<file path="config.mk">
export PLATFORM = sky130hd
export DESIGN_NAME = hilo_muldiv_unit
export DESIGN_NICKNAME = d
export VERILOG_FILES = /design/src/rtl/hilo_muldiv_unit.sv
export SDC_FILE = /design/constraint.sdc
export NUM_CORES = 1
export LEC_CHECK = 0
export BUFFER_PORTS_ARGS = -buffer_cell sky130_fd_sc_hd__buf_4
export CAP_MARGIN = 0
export CORE_MARGIN = 4
export CORE_UTILIZATION = 44
export CTS_BUF_LIST = sky130_fd_sc_hd__clkbuf_8
export CTS_CLUSTER_DIAMETER = 50
export DETAILED_ROUTE_END_ITERATION = 6
export PLACE_DENSITY = 0.68
export SLEW_MARGIN = 25
export SYNTH_ARGS = -nofsm -noshare
export SYNTH_HDL_FRONTEND = slang
export SYNTH_SLANG_ARGS = --single-unit
</file>
<file path="constraint.sdc">
create_clock -name clk -period 6.2 [get_ports clk]
set_input_delay 0.31 -clock clk [delete_from_list [all_inputs] [get_ports clk]]
set_output_delay 0.31 -clock clk [all_outputs]
set_load 0.02 [all_outputs]
</file>
<file path="src/rtl/hilo_muldiv_unit.sv">
// rtl/hilo_muldiv_unit.sv - iterative multiply/divide unit with HI/LO; define HILO_MULDIV_FAST_MUL_EN for single-cycle multiply
module hilo_muldiv_unit #(
    parameter int WIDTH = 32
) (
    input  logic             clk,
    input  logic             resetn,
    input  logic             flush,
    input  logic             in_valid,
    output logic             in_ready,
    input  logic [2:0]       op,
    input  logic [WIDTH-1:0] src1,
    input  logic [WIDTH-1:0] src2,
    output logic             out_valid,
    input  logic             out_ready,
    input  logic             cancel,
    output logic             busy,
    output logic [WIDTH-1:0] hi,
    output logic [WIDTH-1:0] lo
);
    localparam int CW = $clog2(WIDTH) + 1;
    localparam logic [CW-1:0] LAST_CNT = CW'(WIDTH - 1);
    localparam logic [CW-1:0] CNT_ONE  = CW'(1);

    localparam logic [2:0] OP_MULT  = 3'd0;
    localparam logic [2:0] OP_MULTU = 3'd1;
    localparam logic [2:0] OP_DIV   = 3'd2;
    localparam logic [2:0] OP_DIVU  = 3'd3;
    localparam logic [2:0] OP_MTHI  = 3'd4;
    localparam logic [2:0] OP_MTLO  = 3'd5;

    typedef enum logic [1:0] {S_IDLE, S_MUL, S_DIV, S_DONE} state_t;

    state_t             state_q, state_d;
    logic [2:0]         op_q, op_d;
    logic [WIDTH-1:0]   a_q, a_d;
    logic [WIDTH-1:0]   b_q, b_d;
    logic               neg1_q, neg1_d;
    logic               neg2_q, neg2_d;
    logic [CW-1:0]      cnt_q, cnt_d;
    logic [2*WIDTH-1:0] acc_q, acc_d;
    logic [WIDTH-1:0]   hi_q, hi_d;
    logic [WIDTH-1:0]   lo_q, lo_d;

    logic               last_step;
    logic               in_signed, in_neg1, in_neg2;
    logic [WIDTH-1:0]   in_mag1, in_mag2;
    logic [WIDTH:0]     mul_sum;
    logic [2*WIDTH-1:0] mul_step, mul_res;
    logic [WIDTH:0]     div_trial;
    logic [WIDTH-1:0]   div_rem, div_quo, div_hi, div_lo;

    assign last_step = (cnt_q == LAST_CNT);

    // Signed ops iterate on magnitudes; remember operand signs for the final fix
    always_comb begin
        in_signed = (op == OP_MULT) || (op == OP_DIV);
        in_neg1   = in_signed && src1[WIDTH-1];
        in_neg2   = in_signed && src2[WIDTH-1];
        in_mag1   = in_neg1 ? -src1 : src1;
        in_mag2   = in_neg2 ? -src2 : src2;
    end

`ifdef HILO_MULDIV_FAST_MUL_EN
    logic [2*WIDTH-1:0] fast_mag, fast_res;

    // Single-cycle magnitude product with sign fix, captured at accept
    always_comb begin
        fast_mag = {{WIDTH{1'b0}}, in_mag1} * {{WIDTH{1'b0}}, in_mag2};
        fast_res = (in_neg1 ^ in_neg2) ? -fast_mag : fast_mag;
    end
`endif

    // One shift-add / restoring-divide step; the last step also applies signs and special cases
    always_comb begin
        mul_sum   = {1'b0, acc_q[2*WIDTH-1:WIDTH]} + (acc_q[0] ? {1'b0, a_q} : '0);
        mul_step  = {mul_sum, acc_q[WIDTH-1:1]};
        mul_res   = (neg1_q ^ neg2_q) ? -mul_step : mul_step;
        div_trial = {acc_q[2*WIDTH-1:WIDTH], acc_q[WIDTH-1]} - {1'b0, b_q};
        div_rem   = div_trial[WIDTH] ? {acc_q[2*WIDTH-2:WIDTH], acc_q[WIDTH-1]}
                                     : div_trial[WIDTH-1:0];
        div_quo   = {acc_q[WIDTH-2:0], ~div_trial[WIDTH]};
        // Divide by zero: quotient all ones, remainder is the original dividend
        div_lo    = (b_q == '0) ? '1 : ((neg1_q ^ neg2_q) ? -div_quo : div_quo);
        div_hi    = (b_q == '0) ? (neg1_q ? -a_q : a_q)
                                : (neg1_q ? -div_rem : div_rem);
    end

    // Next-state logic; flush always wins and returns to IDLE
    always_comb begin
        state_d = state_q;
        if (flush) begin
            state_d = S_IDLE;
        end else begin
            case (state_q)
                S_IDLE: begin
                    if (in_valid) begin
                        case (op)
`ifdef HILO_MULDIV_FAST_MUL_EN
                            OP_MULT, OP_MULTU: state_d = S_DONE;
`else
                            OP_MULT, OP_MULTU: state_d = S_MUL;
`endif
                            OP_DIV, OP_DIVU:   state_d = S_DIV;
                            default:           state_d = S_DONE;
                        endcase
                    end
                end
                S_MUL, S_DIV: if (last_step) state_d = S_DONE;
                S_DONE:       if (out_ready) state_d = S_IDLE;
                default:      state_d = S_IDLE;
            endcase
        end
    end

    // Datapath: operand latch, iteration, and HI/LO commit at the output handshake
    always_comb begin
        op_d   = op_q;
        a_d    = a_q;
        b_d    = b_q;
        neg1_d = neg1_q;
        neg2_d = neg2_q;
        cnt_d  = cnt_q;
        acc_d  = acc_q;
        hi_d   = hi_q;
        lo_d   = lo_q;
        if (flush) begin
            cnt_d = '0;
        end else begin
            case (state_q)
                S_IDLE: begin
                    if (in_valid) begin
                        op_d   = op;
                        a_d    = in_mag1;
                        b_d    = in_mag2;
                        neg1_d = in_neg1;
                        neg2_d = in_neg2;
                        cnt_d  = '0;
                        case (op)
`ifdef HILO_MULDIV_FAST_MUL_EN
                            OP_MULT, OP_MULTU: acc_d = fast_res;
`else
                            OP_MULT, OP_MULTU: acc_d = {{WIDTH{1'b0}}, in_mag2};
`endif
                            OP_DIV, OP_DIVU:   acc_d = {{WIDTH{1'b0}}, in_mag1};
                            default:           acc_d = {src1, src1};
                        endcase
                    end
                end
                S_MUL: begin
                    acc_d = last_step ? mul_res : mul_step;
                    cnt_d = cnt_q + CNT_ONE;
                end
                S_DIV: begin
                    acc_d = last_step ? {div_hi, div_lo} : {div_rem, div_quo};
                    cnt_d = cnt_q + CNT_ONE;
                end
                S_DONE: begin
                    if (out_ready && !cancel) begin
                        case (op_q)
                            OP_MULT, OP_MULTU, OP_DIV, OP_DIVU: begin
                                hi_d = acc_q[2*WIDTH-1:WIDTH];
                                lo_d = acc_q[WIDTH-1:0];
                            end
                            OP_MTHI: hi_d = acc_q[2*WIDTH-1:WIDTH];
                            OP_MTLO: lo_d = acc_q[WIDTH-1:0];
                            default: ;
                        endcase
                    end
                end
                default: ;
            endcase
        end
    end

    // Handshake and architectural outputs decoded from state
    always_comb begin
        in_ready  = (state_q == S_IDLE);
        busy      = (state_q != S_IDLE);
        out_valid = (state_q == S_DONE);
        hi        = hi_q;
        lo        = lo_q;
    end

    // State register
    always_ff @(posedge clk or negedge resetn) begin
        if (!resetn) state_q <= S_IDLE;
        else         state_q <= state_d;
    end

    // Datapath registers
    always_ff @(posedge clk or negedge resetn) begin
        if (!resetn) begin
            op_q   <= '0;
            a_q    <= '0;
            b_q    <= '0;
            neg1_q <= 1'b0;
            neg2_q <= 1'b0;
            cnt_q  <= '0;
            acc_q  <= '0;
            hi_q   <= '0;
            lo_q   <= '0;
        end else begin
            op_q   <= op_d;
            a_q    <= a_d;
            b_q    <= b_d;
            neg1_q <= neg1_d;
            neg2_q <= neg2_d;
            cnt_q  <= cnt_d;
            acc_q  <= acc_d;
            hi_q   <= hi_d;
            lo_q   <= lo_d;
        end
    end
endmodule
</file>
# Yosys cells after proc, flatten, opt, wreduce, memory -nomap -nowiden
# Cells that the tools add are included.
op_classes:
  n_addsub: 9
  eq_ne: 16
  n_mux: 24
  n_bitwise: 3
  reduce_logical: 23
op_table:
  columns: ["op", "count"]
  rows:
  - ["32-bit two-way mux", 9]
  - ["64-bit two-way mux", 4]
  - ["64-bit case mux with 3 select lines", 1]
  - ["32-bit negation", 5]
  - ["64-bit case mux with 2 select lines", 1]
  - ["64-bit negation", 1]
  - ["32-bit by 32-bit adder with 33-bit output", 1]
  - ["33-bit by 32-bit subtractor with 33-bit output", 1]
  - ["32-bit zero test", 1]
  - ["3-bit by 2-bit equality test with 1-bit output, second input constant", 4]
  - ["6-bit two-way mux", 2]
  - ["6-bit case mux with 2 select lines", 1]
  - ["5-bit OR reduction", 2]
  - ["3-bit AND reduction", 3]
  - ["2-bit two-way mux", 4]
  - ["4-bit AND reduction", 2]
  - ["6-bit by 1-bit adder with 6-bit output, second input constant", 1]
  - ["3-bit by 1-bit equality test with 1-bit output, second input constant", 2]
  - ["3-bit equality test, second input constant", 2]
  - ["6-bit by 5-bit equality test with 1-bit output, second input constant", 1]
  - ["3-bit zero test", 2]
  - ["2-bit case mux with 3 select lines", 1]
  - ["3-bit nonzero test", 2]
  - ["2-bit OR reduction", 3]
  - ["other kinds (15)", 19]
totals:
  register_bits: 205
  input_bits: 73

# Depth between registers and ports, before layout
logic_depth:
  ltp_word: 7
  depth_mapped: 23
  mapped_depth_nobuf: 21

# Worst setup path after synthesis
# Ideal clock, no wire load.
synth_timing:
  path_type: "reg-to-reg"
  start: "reg acc_q[31]"
  end: "reg acc_q[62]"
  setup_time_ns: 0.124
  arrival_time_ns: 4.912
  path_slack_ns: 1.164
  path_stages_with_launch: 23
  n_path_buf: 2
  period_less_slack_ns: 5.036
  cell_sequence: "dfrtp_1 inv_1 ha_1 fa_1 nor2b_1 o31a_1 o21ai_0 a21o_1 a21oi_2 nor3_1 nor2_2 inv_1 buf_2 buf_2 a21oi_1 ha_1 nand3b_1 or4_1 o41ai_2 and3_1 a31oi_1 xnor2_1 a211o_1"
synth_via:
  elab_chain_len: 7
  word_cells_on_any_way: 10
  cone_classes: "add/sub (3); mux (7)"
synth_lines:
  columns: ["item", "line", "rtl"]
  rows:
  - ["start, declared", "40", "logic [2*WIDTH-1:0] acc_q, acc_d;"]
  - ["start signal, assigned", "199", "acc_q <= '0;"]
  - ["start signal, assigned", "209", "acc_q <= acc_d;"]
  - ["33-bit by 32-bit subtractor with 33-bit output", "78", "div_trial = {acc_q[2*WIDTH-1:WIDTH], acc_q[WIDTH-1]} - {1'b0, b_q};"]
  - ["32-bit two-way mux", "79", "div_rem = div_trial[WIDTH] ? {acc_q[2*WIDTH-2:WIDTH], acc_q[WIDTH-1]}"]
  - ["32-bit negation", "85", ": (neg1_q ? -div_rem : div_rem);"]
  - ["32-bit two-way mux", "85", null]
  - ["32-bit two-way mux", "84", "div_hi = (b_q == '0) ? (neg1_q ? -a_q : a_q)"]
  - ["64-bit two-way mux", "154", "acc_d = last_step ? {div_hi, div_lo} : {div_rem, div_quo};"]
  - ["64-bit case mux with 3 select lines *", "129", "case (state_q)"]
# Every way passes the cells marked *; elsewhere a longest branch is shown, timed or not.
# A chain may end at the register's enable or synchronous reset.

# Final worst setup path
# Ends and elaborated chain as after synthesis.

==> flow_summary_export.csv <==
group,metric,value,unit
power_and_ir_drop,p_leak,9.90,nW
synthesis,synth_fp_nets,2756,
cells_and_area,finalNonFillerCells,3319,
clock_tree,cts_setup_buffers,0,
drt,drt_iter0_markers,2404,
hold_path,hold-path-endpoint,"b_q[12]$_DFFE_PN0P_",
critical_path,worst-path-buf-inv,1,
die,rows,77,
critical_path,crit_type,"reg -> reg",
synthesis,async_flop_share,100,%
hold_path,hp-start,"src2[12]",
critical_path,path_max_fanout,13,
grt,grt_max_degree,113,
grt,track_usage,33.9,%
sta,timing.fmax,181,MHz
drt,drt-vias-per-instance,6.47,
synthesis,ys_seq_elements,205,
synthesis,synth_flop_cell,"dfrtp_1",
sta,slew_viol_final,0,
drt,wirelength,86.5,mm
clock_tree,cts-buffers-inserted,44,
clock_tree,ctsHtreeMaxLevel,2,
synthesis,synth-edff-count,0,
critical_path,cp_slowest_cell,"or4_1",
power_and_ir_drop,peakVddDrop,0.410,mV
synthesis,syn_avg_cell_area,7.67,sq um
synthesis,synthDistinctLibCells,93,
synthesis,syn-instance-count,2605,
die,die_x,221,um
die,dieArea,0.0489,sq mm
critical_path,cp.arrival,6.04,ns
grt,grt_pass1_vias,20826,
sta,tns,0,ns
synthesis,yosys_warnings,0,
outcome,status,"finished with violations",
clock_tree,cts_buffer_depth,3,
sta,fin_crit,5.52,ns
sta,slew_headroom,27.1,%
drt,wire_per_inst,26.1,um
drt,drtPass1Iterations,7,
critical_path,cp_data_required_time,6.72,ns
sta,worst_clock_skew,0.0482,ns
die,initial_core_util,44.8,%
synthesis,synth-seq-area-share,25.7,%
placement,gp_congestion,1.01,
die,ioPinCount,140,
grt,grt_pass1_wl,129,mm
sta,tightest_slew,1.09,ns
synthesis,synth_top_area_share,25.7,%
outcome,violations,"DRC",
synthesis,synth_area_leader_cell,"dfrtp_1",
clock_tree,cts_sinks,205,
sta,fin_crit_sh,89.1,%
grt,antenna_found_initial,3,
synthesis,syn-cell-area,0.0200,sq mm
critical_path,path_delay_family,"compound AO/OA/AOI/OAI gates",
power_and_ir_drop,powerDensity,623,mW/mm^2
critical_path,reg2reg_depth,19,
clock_tree,cts_tree,"done",
hold_path,min_path_cells,3,
critical_path,reg2reg_slack,0.68,ns
job,drv_cap,0,
placement,place_hpwl,66.6,mm
critical_path,worstSetupStartpointType,"flip-flop",
critical_path,path_cells,"inv_1 > ha_1 > fa_1 > nor2b_1 > o31a_1 > o21ai_0 > a21o_1 > a21oi_2 > o21a_1 > nor3_1 > a21oi_1 > ha_1 > nand3b_1 > or4_1 > o41ai_2 > and3_1 > a31oi_1 > xnor2_1 > a211o_1",
cells_and_area,layout_common_cells,"nand2_1 (283), o21ai_0 (264), a21oi_1 (258), dfrtp_1 (205), buf_4 (197)",
critical_path,slowest_delay,0.62,ns
clock_tree,cts.clk_slew.worst_paths,0.06,ns
drt,ant_nets,0,
cells_and_area,final_common_cell,"nand2_1",
sta,setup_viol,0,
cells_and_area,diodes,0,
sta,final_hold_viol_count,0,
clock_tree,insertion_delay,0.66,ns
drt,via_count,21476,
die,design.core.area,0.0446,sq mm
sta,rsz0062_at_grt,"false",
placement,port_buffers,139,
placement,numPlacedInstances,3227,
cells_and_area,num-nets-final,2847,
die,die_h,221,um
clock_tree,cts_root_buf,"clkbuf_8",
hold_path,hold_path.class,"in -> reg",
critical_path,cp-end-kind,"flip-flop",
critical_path,r2r-end,"acc_q[62]$_DFFE_PN0P_",
grt,globalRoute.totalOverflow,0,
clock_tree,post_cts_resized,0,
critical_path,crit_top_cell,"ha_1",
critical_path,r2r_start,"acc_q[31]$_DFFE_PN0P_",
power_and_ir_drop,p_total,14.2,mW
cells_and_area,drive_gt1_share,14.7,%
cells_and_area,fin_util,51.0,%
drt,drc,1,
synthesis,synthTopCellsByArea,"dfrtp_1 (26%), o21ai_0 (6.6%), a21oi_1 (6.5%)",
cells_and_area,areaGrowthSynthToFinish,13.9,%
## logic make-up after synthesis
kind of cell | after synthesis | synth area share, %
buf+inv | 255 | 4.91
compound gates | 871 | 27.1
mux | 116 | 6.32
xor+xnor | 227 | 9.95
fa+ha+maj | 78 | 4.96
flops | 205 | 25.7
simple gates | 853 | 21.1
## worst reg2reg max path: cells and delay by family (launching register included)
kind,cells,cell delay (ns)
flip-flops,1,0.47
adder cells (fa/ha/maj),3,0.90
AND/OR/NAND/NOR,5,1.32
buffers and inverters,1,0.15
AO/OA/AOI/OAI,9,2.41
XOR/XNOR,1,0.16
## cells in the mapped netlist, types with 11 or more instances
cell and count:
a211oi_1 31, o31ai_1 29, o41ai_1 13, a211o_1 14
a22oi_1 11, mux2i_1 35, ha_1 76, dfrtp_1 205
a21o_1 39, buf_2 16, buf_1 11, xnor2_1 122
clkbuf_1 141, nand4_1 25, nor3_1 57, a221oi_1 14
nand2b_1 20, o22ai_1 12, or3_1 30, nand3_1 52
a31oi_1 34, mux2_2 81, and3_1 25, xor2_1 105
o21ai_0 265, o21a_1 13, a21oi_1 258, and2_1 54
nand2_1 284, o211ai_1 22, or4_1 20, nor2_1 183
nor4_1 42, nand3b_1 11, inv_1 83
## cell type report
type | count | area, sq um
Fill cell | 4331 | 21800
Multi-Input combinational cell | 2145 | 13900
Inverter | 86 | 323
Clock buffer | 51 | 702
Tap cell | 592 | 741
Clock inverter | 26 | 254
Sequential cell | 205 | 5130
Timing Repair Buffer | 214 | 1690
## what timing repair did
action / in CTS / in global routing
hold buffers: 14 / 0
endpoints found under the setup margin: 0 / 0
endpoints found under the hold margin: 126 / 0
## through the flow
step | instance area (sq um) | hold slack [ns] | worst slack [ns]
after floorplan | 20000 | 0.0144 | 1.16
after global placement | 21600 | 0.483 | 0.928
after detailed placement | 21600 | 0.465 | 0.831
after CTS | 22700 | 0.000209 | 0.800
after global routing | 22800 | 0.0296 | 0.310
final | 22800 | 0.0215 | 0.677
## where the power goes
group	leakage, nW	total, mW	switching (mW)	internal [mW]
sequential	2.64	2.73	0.856	1.87
combinational	6.75	9.77	6.26	3.51
clock	0.510	1.67	0.740	0.927
total	9.90	14.2	7.85	6.31
## flip-flops by register name (all words and copies together) (netlist names)
| signal | cells |
|---|---|
| op_q | 3 |
| lo | 32 |
| acc_q | 64 |
| neg1_q | 1 |
| a_q | 32 |
| b_q | 32 |
| hi | 32 |
| neg2_q | 1 |
| state_q | 2 |
| cnt_q | 6 |
## metal layers
layer	vias to the layer above	wire length, um	global-route usage (%)	part of all wire [%]
li1	9687	-	-	-
met1	10342	35100	44.4	41
met2	1163	37800	52.6	44
met3	280	7450	6.03	8.6
met4	4	6030	19.9	7.0
met5	-	26	0	0.030
## worst max-delay path by stage
stage | cells after the start | slack (ns) | startpoint | endpoint
finish | 19 | 0.68 | acc_q[31]$_DFFE_PN0P_ | acc_q[62]$_DFFE_PN0P_
global route | 19 | 0.31 | acc_q[31]$_DFFE_PN0P_ | acc_q[62]$_DFFE_PN0P_
CTS | 19 | 0.80 | acc_q[31]$_DFFE_PN0P_ | acc_q[62]$_DFFE_PN0P_
detailed placement | 19 | 0.83 | acc_q[31]$_DFFE_PN0P_ | acc_q[62]$_DFFE_PN0P_
global placement | 19 | 0.93 | acc_q[31]$_DFFE_PN0P_ | acc_q[62]$_DFFE_PN0P_
floorplan | 22 | 1.16 | acc_q[31]$_DFFE_PN0P_ | acc_q[62]$_DFFE_PN0P_
No activity file was read; power rests on OpenSTA's default activity.
